===== src/rtl/sram_fifo_ctrl_pkg.sv =====
// Shared definitions for the SRAM-backed FIFO controller.
//   ob_op_e         : output-buffer operation selected by {drain, load}
//   ob_op()         : builds the operation code from the load/drain strobes
//   room_after_pop(): true when the output buffer can accept one more
//                     in-flight read once this cycle's pop is accounted for
package sram_fifo_ctrl_pkg;

    typedef enum logic [1:0] {
        OB_IDLE  = 2'b00,
        OB_LOAD  = 2'b01,
        OB_DRAIN = 2'b10,
        OB_SWAP  = 2'b11
    } ob_op_e;

    function automatic ob_op_e ob_op(input logic load, input logic drain);
        return ob_op_e'({drain, load});
    endfunction

    // Slots committed to the output buffer (held + read in flight - leaving)
    // must stay below two, otherwise the returning word has nowhere to land.
    function automatic logic room_after_pop(input logic [1:0] ob_cnt,
                                            input logic       rd_pend,
                                            input logic       pop);
        logic [2:0] occ;
        occ = {1'b0, ob_cnt} + {2'b00, rd_pend} - {2'b00, pop};
        return (occ < 3'd2);
    endfunction

endpackage


===== src/rtl/sram_fifo_obuf.sv =====
// Two-entry first-word-fall-through output buffer.
//   clk, rst_n : clock, asynchronous active-low reset
//   clr        : synchronous clear of both entries
//   in_valid   : in_data is written at the tail this edge
//   m_ready    : consumer accepts m_data when m_valid
//   m_valid    : head entry is valid (registered)
//   m_data     : head entry (registered)
//   cnt        : entries held, 0..2
module sram_fifo_obuf
    import sram_fifo_ctrl_pkg::*;
#(
    parameter int DATA_WIDTH = 16
) (
    input  logic                  clk,
    input  logic                  rst_n,
    input  logic                  clr,
    input  logic                  in_valid,
    input  logic [DATA_WIDTH-1:0] in_data,
    input  logic                  m_ready,
    output logic                  m_valid,
    output logic [DATA_WIDTH-1:0] m_data,
    output logic [1:0]            cnt
);

    logic [DATA_WIDTH-1:0] ob0_r, ob1_r, ob0_nxt, ob1_nxt;
    logic [1:0]            cnt_r, cnt_nxt;
    logic                  m_valid_r;
    logic                  pop_s;

    assign pop_s   = m_valid_r & m_ready;
    assign m_valid = m_valid_r;
    assign m_data  = ob0_r;
    assign cnt     = cnt_r;

    // Next-state for the two entries: shift on pop, write at tail on load.
    always_comb begin
        ob0_nxt = ob0_r;
        ob1_nxt = ob1_r;
        cnt_nxt = cnt_r;
        if (clr) begin
            ob0_nxt = {DATA_WIDTH{1'b0}};
            ob1_nxt = {DATA_WIDTH{1'b0}};
            cnt_nxt = 2'd0;
        end else begin
            case (ob_op(in_valid, pop_s))
                OB_LOAD: begin
                    if (cnt_r == 2'd0) begin
                        ob0_nxt = in_data;
                        cnt_nxt = 2'd1;
                    end else if (cnt_r == 2'd1) begin
                        ob1_nxt = in_data;
                        cnt_nxt = 2'd2;
                    end else begin
                        cnt_nxt = cnt_r;
                    end
                end
                OB_DRAIN: begin
                    ob0_nxt = ob1_r;
                    cnt_nxt = cnt_r - 2'd1;
                end
                // Pop and capture together: the tail moves up and the new
                // word lands behind it, occupancy unchanged.
                OB_SWAP: begin
                    if (cnt_r == 2'd1) begin
                        ob0_nxt = in_data;
                    end else begin
                        ob0_nxt = ob1_r;
                        ob1_nxt = in_data;
                    end
                end
                default: begin
                    cnt_nxt = cnt_r;
                end
            endcase
        end
    end

    // Entry and flag registers.
    always_ff @(posedge clk or negedge rst_n) begin
        if (!rst_n) begin
            ob0_r     <= {DATA_WIDTH{1'b0}};
            ob1_r     <= {DATA_WIDTH{1'b0}};
            cnt_r     <= 2'd0;
            m_valid_r <= 1'b0;
        end else begin
            ob0_r     <= ob0_nxt;
            ob1_r     <= ob1_nxt;
            cnt_r     <= cnt_nxt;
            m_valid_r <= (cnt_nxt != 2'd0);
        end
    end

endmodule


===== src/rtl/sram_fifo_ctrl.sv =====
// Single-clock FIFO controller sequencing one dual-port SRAM as storage.
//   clk, rst_n, flush          : clock, async active-low reset, sync clear
//   s_valid/s_ready/s_data     : push side, drives the SRAM write port
//   m_valid/m_ready/m_data     : FWFT pop side, served by a 2-entry buffer
//   count, empty, full         : total words held (SRAM + in flight + buffer)
//   sram_rrst/sram_wrst        : SRAM port resets (~rst_n)
//   sram_rce/oe/raddr/dout     : SRAM read port, 1-cycle registered read
//   sram_wce/we/waddr/din      : SRAM write port
module sram_fifo_ctrl
    import sram_fifo_ctrl_pkg::*;
#(
    parameter int ADDR_WIDTH = 5,
    parameter int DATA_WIDTH = 16
) (
    input  logic                  clk,
    input  logic                  rst_n,
    input  logic                  flush,
    input  logic                  s_valid,
    output logic                  s_ready,
    input  logic [DATA_WIDTH-1:0] s_data,
    output logic                  m_valid,
    input  logic                  m_ready,
    output logic [DATA_WIDTH-1:0] m_data,
    output logic [ADDR_WIDTH+1:0] count,
    output logic                  empty,
    output logic                  full,
    output logic                  sram_rrst,
    output logic                  sram_wrst,
    output logic                  sram_rce,
    output logic                  sram_oe,
    output logic [ADDR_WIDTH-1:0] sram_raddr,
    input  logic [DATA_WIDTH-1:0] sram_dout,
    output logic                  sram_wce,
    output logic                  sram_we,
    output logic [ADDR_WIDTH-1:0] sram_waddr,
    output logic [DATA_WIDTH-1:0] sram_din
);

    localparam int                  DEPTH   = 1 << ADDR_WIDTH;
    localparam logic [ADDR_WIDTH:0] DEPTH_V = (ADDR_WIDTH+1)'(DEPTH);

    logic [ADDR_WIDTH:0] wr_ptr_r, rd_ptr_r, wr_ptr_nxt, rd_ptr_nxt;
    logic [ADDR_WIDTH:0] mem_cnt_s;
    logic                rd_pend_r, s_ready_r;
    logic                push_s, pop_s, issue_s;
    logic [1:0]          ob_cnt_s;
    logic                m_valid_s;

    // Words written but not yet read-issued; the wrap bits make the
    // difference span 0..DEPTH.
    assign mem_cnt_s = wr_ptr_r - rd_ptr_r;

    assign push_s  = s_valid & s_ready_r & ~flush;
    assign pop_s   = m_valid_s & m_ready;
    assign issue_s = ~flush & (mem_cnt_s != {(ADDR_WIDTH+1){1'b0}})
                   & room_after_pop(ob_cnt_s, rd_pend_r, pop_s);

    // SRAM ports. The read enable stays high during the capture cycle so the
    // read data remains driven. With nothing left to issue, rd_ptr equals
    // wr_ptr, so the held read points one slot back to stay off the slot
    // being written.
    assign sram_rrst  = ~rst_n;
    assign sram_wrst  = ~rst_n;
    assign sram_rce   = issue_s | rd_pend_r;
    assign sram_oe    = sram_rce;
    assign sram_raddr = (mem_cnt_s != {(ADDR_WIDTH+1){1'b0}})
                      ? rd_ptr_r[ADDR_WIDTH-1:0]
                      : rd_ptr_r[ADDR_WIDTH-1:0] - ADDR_WIDTH'(1);
    assign sram_we    = push_s;
    assign sram_wce   = push_s;
    assign sram_waddr = wr_ptr_r[ADDR_WIDTH-1:0];
    assign sram_din   = s_data;

    assign s_ready = s_ready_r;
    assign full    = ~s_ready_r;
    assign m_valid = m_valid_s;
    assign count   = (ADDR_WIDTH+2)'(mem_cnt_s) + (ADDR_WIDTH+2)'(rd_pend_r)
                   + (ADDR_WIDTH+2)'(ob_cnt_s);
    assign empty   = (count == {(ADDR_WIDTH+2){1'b0}});

    // Pointer advance; flush returns both to zero.
    always_comb begin
        wr_ptr_nxt = wr_ptr_r;
        rd_ptr_nxt = rd_ptr_r;
        if (flush) begin
            wr_ptr_nxt = {(ADDR_WIDTH+1){1'b0}};
            rd_ptr_nxt = {(ADDR_WIDTH+1){1'b0}};
        end else begin
            wr_ptr_nxt = wr_ptr_r + (ADDR_WIDTH+1)'(push_s);
            rd_ptr_nxt = rd_ptr_r + (ADDR_WIDTH+1)'(issue_s);
        end
    end

    // Pointer, in-flight and push-ready registers.
    always_ff @(posedge clk or negedge rst_n) begin
        if (!rst_n) begin
            wr_ptr_r  <= {(ADDR_WIDTH+1){1'b0}};
            rd_ptr_r  <= {(ADDR_WIDTH+1){1'b0}};
            rd_pend_r <= 1'b0;
            s_ready_r <= 1'b0;
        end else begin
            wr_ptr_r  <= wr_ptr_nxt;
            rd_ptr_r  <= rd_ptr_nxt;
            rd_pend_r <= issue_s;
            s_ready_r <= ((wr_ptr_nxt - rd_ptr_nxt) < DEPTH_V);
        end
    end

    // Returning read data is dropped when a flush coincides with it.
    sram_fifo_obuf #(
        .DATA_WIDTH (DATA_WIDTH)
    ) u_obuf (
        .clk      (clk),
        .rst_n    (rst_n),
        .clr      (flush),
        .in_valid (rd_pend_r & ~flush),
        .in_data  (sram_dout),
        .m_ready  (m_ready),
        .m_valid  (m_valid_s),
        .m_data   (m_data),
        .cnt      (ob_cnt_s)
    );

endmodule

===== config.mk =====
export PLATFORM = sky130hd
export DESIGN_NAME = sram_fifo_ctrl
export DESIGN_NICKNAME = d
export VERILOG_FILES = /design/src/rtl/sram_fifo_ctrl_pkg.sv /design/src/rtl/sram_fifo_obuf.sv /design/src/rtl/sram_fifo_ctrl.sv
export SDC_FILE = /design/constraint.sdc
export NUM_CORES = 1
export LEC_CHECK = 0
export BUFFER_PORTS_ARGS = -buffer_cell sky130_fd_sc_hd__buf_2
export CORE_MARGIN = 10
export CORE_UTILIZATION = 30
export CTS_BUF_LIST = sky130_fd_sc_hd__clkbuf_4
export DETAILED_ROUTE_END_ITERATION = 10
export SLEW_MARGIN = 40
export SYNTH_ARGS = -nofsm -noshare
export SYNTH_HDL_FRONTEND = slang
export SYNTH_SLANG_ARGS = --single-unit

===== constraint.sdc =====
create_clock -name clk -period 5 [get_ports clk]
set_input_delay 1 -clock clk [delete_from_list [all_inputs] [get_ports clk]]
set_output_delay 1 -clock clk [all_outputs]
set_load 0.05 [all_outputs]

==> impl_metrics.env <==
export IMPL_fillers=1215
export IMPL_path_class="reg2out"
export IMPL_port_buffer_count=63
export IMPL_grt_max_degree=50
export IMPL_syn_area_per_cell_um2=8.868
export IMPL_overflow=0
export IMPL_drv_slew=0
export IMPL_via_count=2951
export IMPL_cp_required_ps=4000
export IMPL_layout_common_cells="63 x buf_2, 56 x nand2_1, 49 x dfrtp_1"
export IMPL_pin_count=96
export IMPL_final_cells=574
export IMPL_synthCells=398
export IMPL_initial_core_util_pct=30.78
export IMPL_syn_area_mm2=0.003530
export IMPL_finalNetCount=491
export IMPL_status="finished clean"
export IMPL_power_density_mw_per_mm2=637.0
export IMPL_fmax_ghz=0.2311
export IMPL_synth_edf_count=0
export IMPL_path_clk_slew_ps=160
export IMPL_hold_viol=0
export IMPL_cts_sinks=49
export IMPL_hold_buffers=0
export IMPL_mostFrequentLayoutCell="buf_2"
export IMPL_synth_seq_cells=49
export IMPL_relSlewSlack_pct=51.27
export IMPL_drc=0
export IMPL_yosysSeqAreaShare_pct=34.74
export IMPL_yosysWarnings=0
export IMPL_tightestPinTransition_ps=730.9
export IMPL_r2r_slack_ps=960
export IMPL_die_area_mm2=0.01650
export IMPL_setup_tns_ps=0
export IMPL_finalCritPeriodShare_pct=86.53
export IMPL_dp_hpwl_um=6940
export IMPL_cts_resized_gates=0
export IMPL_min_period_ps=4327
export IMPL_tritoncts="done"
export IMPL_viasPerCell=5.141
export IMPL_std_cell_rows=39
export IMPL_routed_wl_um=9382
export IMPL_start_kind="flop"
export IMPL_worstSetupEndpointType="output pin"
export IMPL_hold_path_class="reg2reg"
export IMPL_cp_arrival_ps=3330
export IMPL_antenna_found_initial=2
export IMPL_p_leak_nw=1.767
export IMPL_syn_nets=460
export IMPL_placed_cells=565
export IMPL_rsz0062_at_grt="no"
export IMPL_numCtsBuffers=5
export IMPL_cp_max_fo=5
export IMPL_core_area_mm2=0.01147
export IMPL_die_x_um=128.5
export IMPL_final_cell_area_mm2=0.003880
export IMPL_ys_types=52
export IMPL_grt_pass1_wl_um=15480
export IMPL_post_cts_setup_buffers=0
export IMPL_clock_latency_ps=390
export IMPL_track_usage_pct=11.27
export IMPL_dr_pass1_iters=5
export IMPL_syn2layout_area_growth_pct=9.926
export IMPL_total_power_mw=2.471
export IMPL_htree_num_levels=2
export IMPL_ir_worst_vdd_uv=661.3
export IMPL_die_y_um=128.5
export IMPL_root_buffer="clkbuf_4"
export IMPL_clockBufferDepth=2
export IMPL_initialDrtViolationCount=270
export IMPL_gp_congestion=0.7583
export IMPL_drv_cap=0
export IMPL_drive_gt1_share_pct=23.26
export IMPL_first_global_vias=2984
export IMPL_synth_ff_type="dfrtp_1"
export IMPL_post_route_util_pct=33.84
export IMPL_antenna_left=0
export IMPL_synthArstFlopShare_pct=100.0
export IMPL_post_drt_wl_per_cell_um=16.34
export IMPL_setup_viol=0
export IMPL_placed_area_mm2=0.003815
export IMPL_fin_skew_ps=21.87
## cell families (layout without fill, tap and decap cells)
kind of cell	count (synthesis)	in the layout	share of synthesized area, %
flip-flops	49	49	34.74
AND/OR/NAND/NOR	129	129	17.26
buffers and inverters	70	102	10.10
XOR/XNOR	23	23	6.664
other	0	1	0
AO/OA/AOI/OAI	101	101	21.23
adder cells (fa/ha/maj)	25	25	9.713
multiplexers	1	1	0.2836
## worst paths after layout
| path | start | endpoint | cells past startpoint |
|---|---|---|---|
| worst max-delay path | rd_ptr_r[0] | empty | 8 |
| worst min-delay path | u_obuf.ob1_r[14] | u_obuf.ob1_r[14] | 2 |
| worst max register to register | rd_ptr_r[0] | s_ready | 17 |
| worst min register to register | u_obuf.ob1_r[14] | u_obuf.ob1_r[14] | 2 |
| max in group asynchronous | rst_n | u_obuf.m_data[14] | 2 |
| min in group asynchronous | rst_n | u_obuf.m_data[5] | 2 |
## Yosys cell counts, types with 2 or more instances
master	number	area share [%]
a211oi_1	16	3.4
a21o_1	3	0.64
a21oi_1	6	0.85
a222oi_1	15	4.3
a22oi_1	16	3.4
and2_1	3	0.53
buf_2	3	0.43
buf_4	24	5.1
clkbuf_1	20	2.1
dfrtp_1	49	35
fa_1	4	2.3
ha_1	21	7.4
inv_1	23	2.4
nand2_1	56	6.0
nand2b_1	7	1.2
nand3_1	6	0.85
nor2_1	30	3.2
nor2b_1	6	1.1
nor3_1	6	0.85
o21ai_0	30	4.3
o21ai_1	3	0.43
or2_2	2	0.35
xnor2_1	15	3.7
xnor2_2	2	0.92
xor2_1	5	1.2
## flip-flops by register name, summed over array words and instances (netlist names)
name	cells
u_obuf.ob1_r	16
s_ready	1
wr_ptr_r	6
rd_ptr_r	6
rd_pend_r	1
u_obuf.cnt	2
u_obuf.m_valid	1
u_obuf.m_data	16
## cell type report
cell class | instances | area [um^2] | share of cell area [%]
multi-input combinational | 279 | 1948 | 50.21
sequential | 49 | 1226 | 31.60
clock buffer | 5 | 37.54 | 0.9674
timing repair buffer | 71 | 375.4 | 9.674
inverter | 23 | 86.33 | 2.225
antenna | 1 | 2.502 | 0.06450
tap | 143 | 178.9 | 4.611
clock inverter | 3 | 25.02 | 0.6450
## metal layers
layer	GRT usage [%]	vias up	share of wire, %
met4	2.649	4	1.0
met1	14.41	1405	45
li1	-	1432	-
met3	3.409	17	7.3
met5	0	-	0.20
met2	18.22	93	46
## report_power, final
group	switching (mW)	internal (mW)
logic	1.16	0.470
clock network	0.145	0.0577
registers	0.115	0.521
total	1.42	1.05
## per-stage QoR
stage | setup WS [ps] | hold slack [ps]
6_report | 673.4 | 539.5
5_1_grt | 428.9 | 582.6
4_1_cts | 632.1 | 543.5
3_5_place_dp | 769.0 | 507.4
3_3_place_gp | 856.0 | 490.5
2_1_floorplan | 676.7 | 472.0
## critical path: stages, from the launching register on
cell and delay, ps:
dfrtp_1 480, ha_1 240, fa_1 510, fa_1 480, nand2b_1 230, nor4b_1 310, a211oi_1 110, a2111oi_2 280
buf_2 320
No activity file was read; power rests on OpenSTA's default activity.
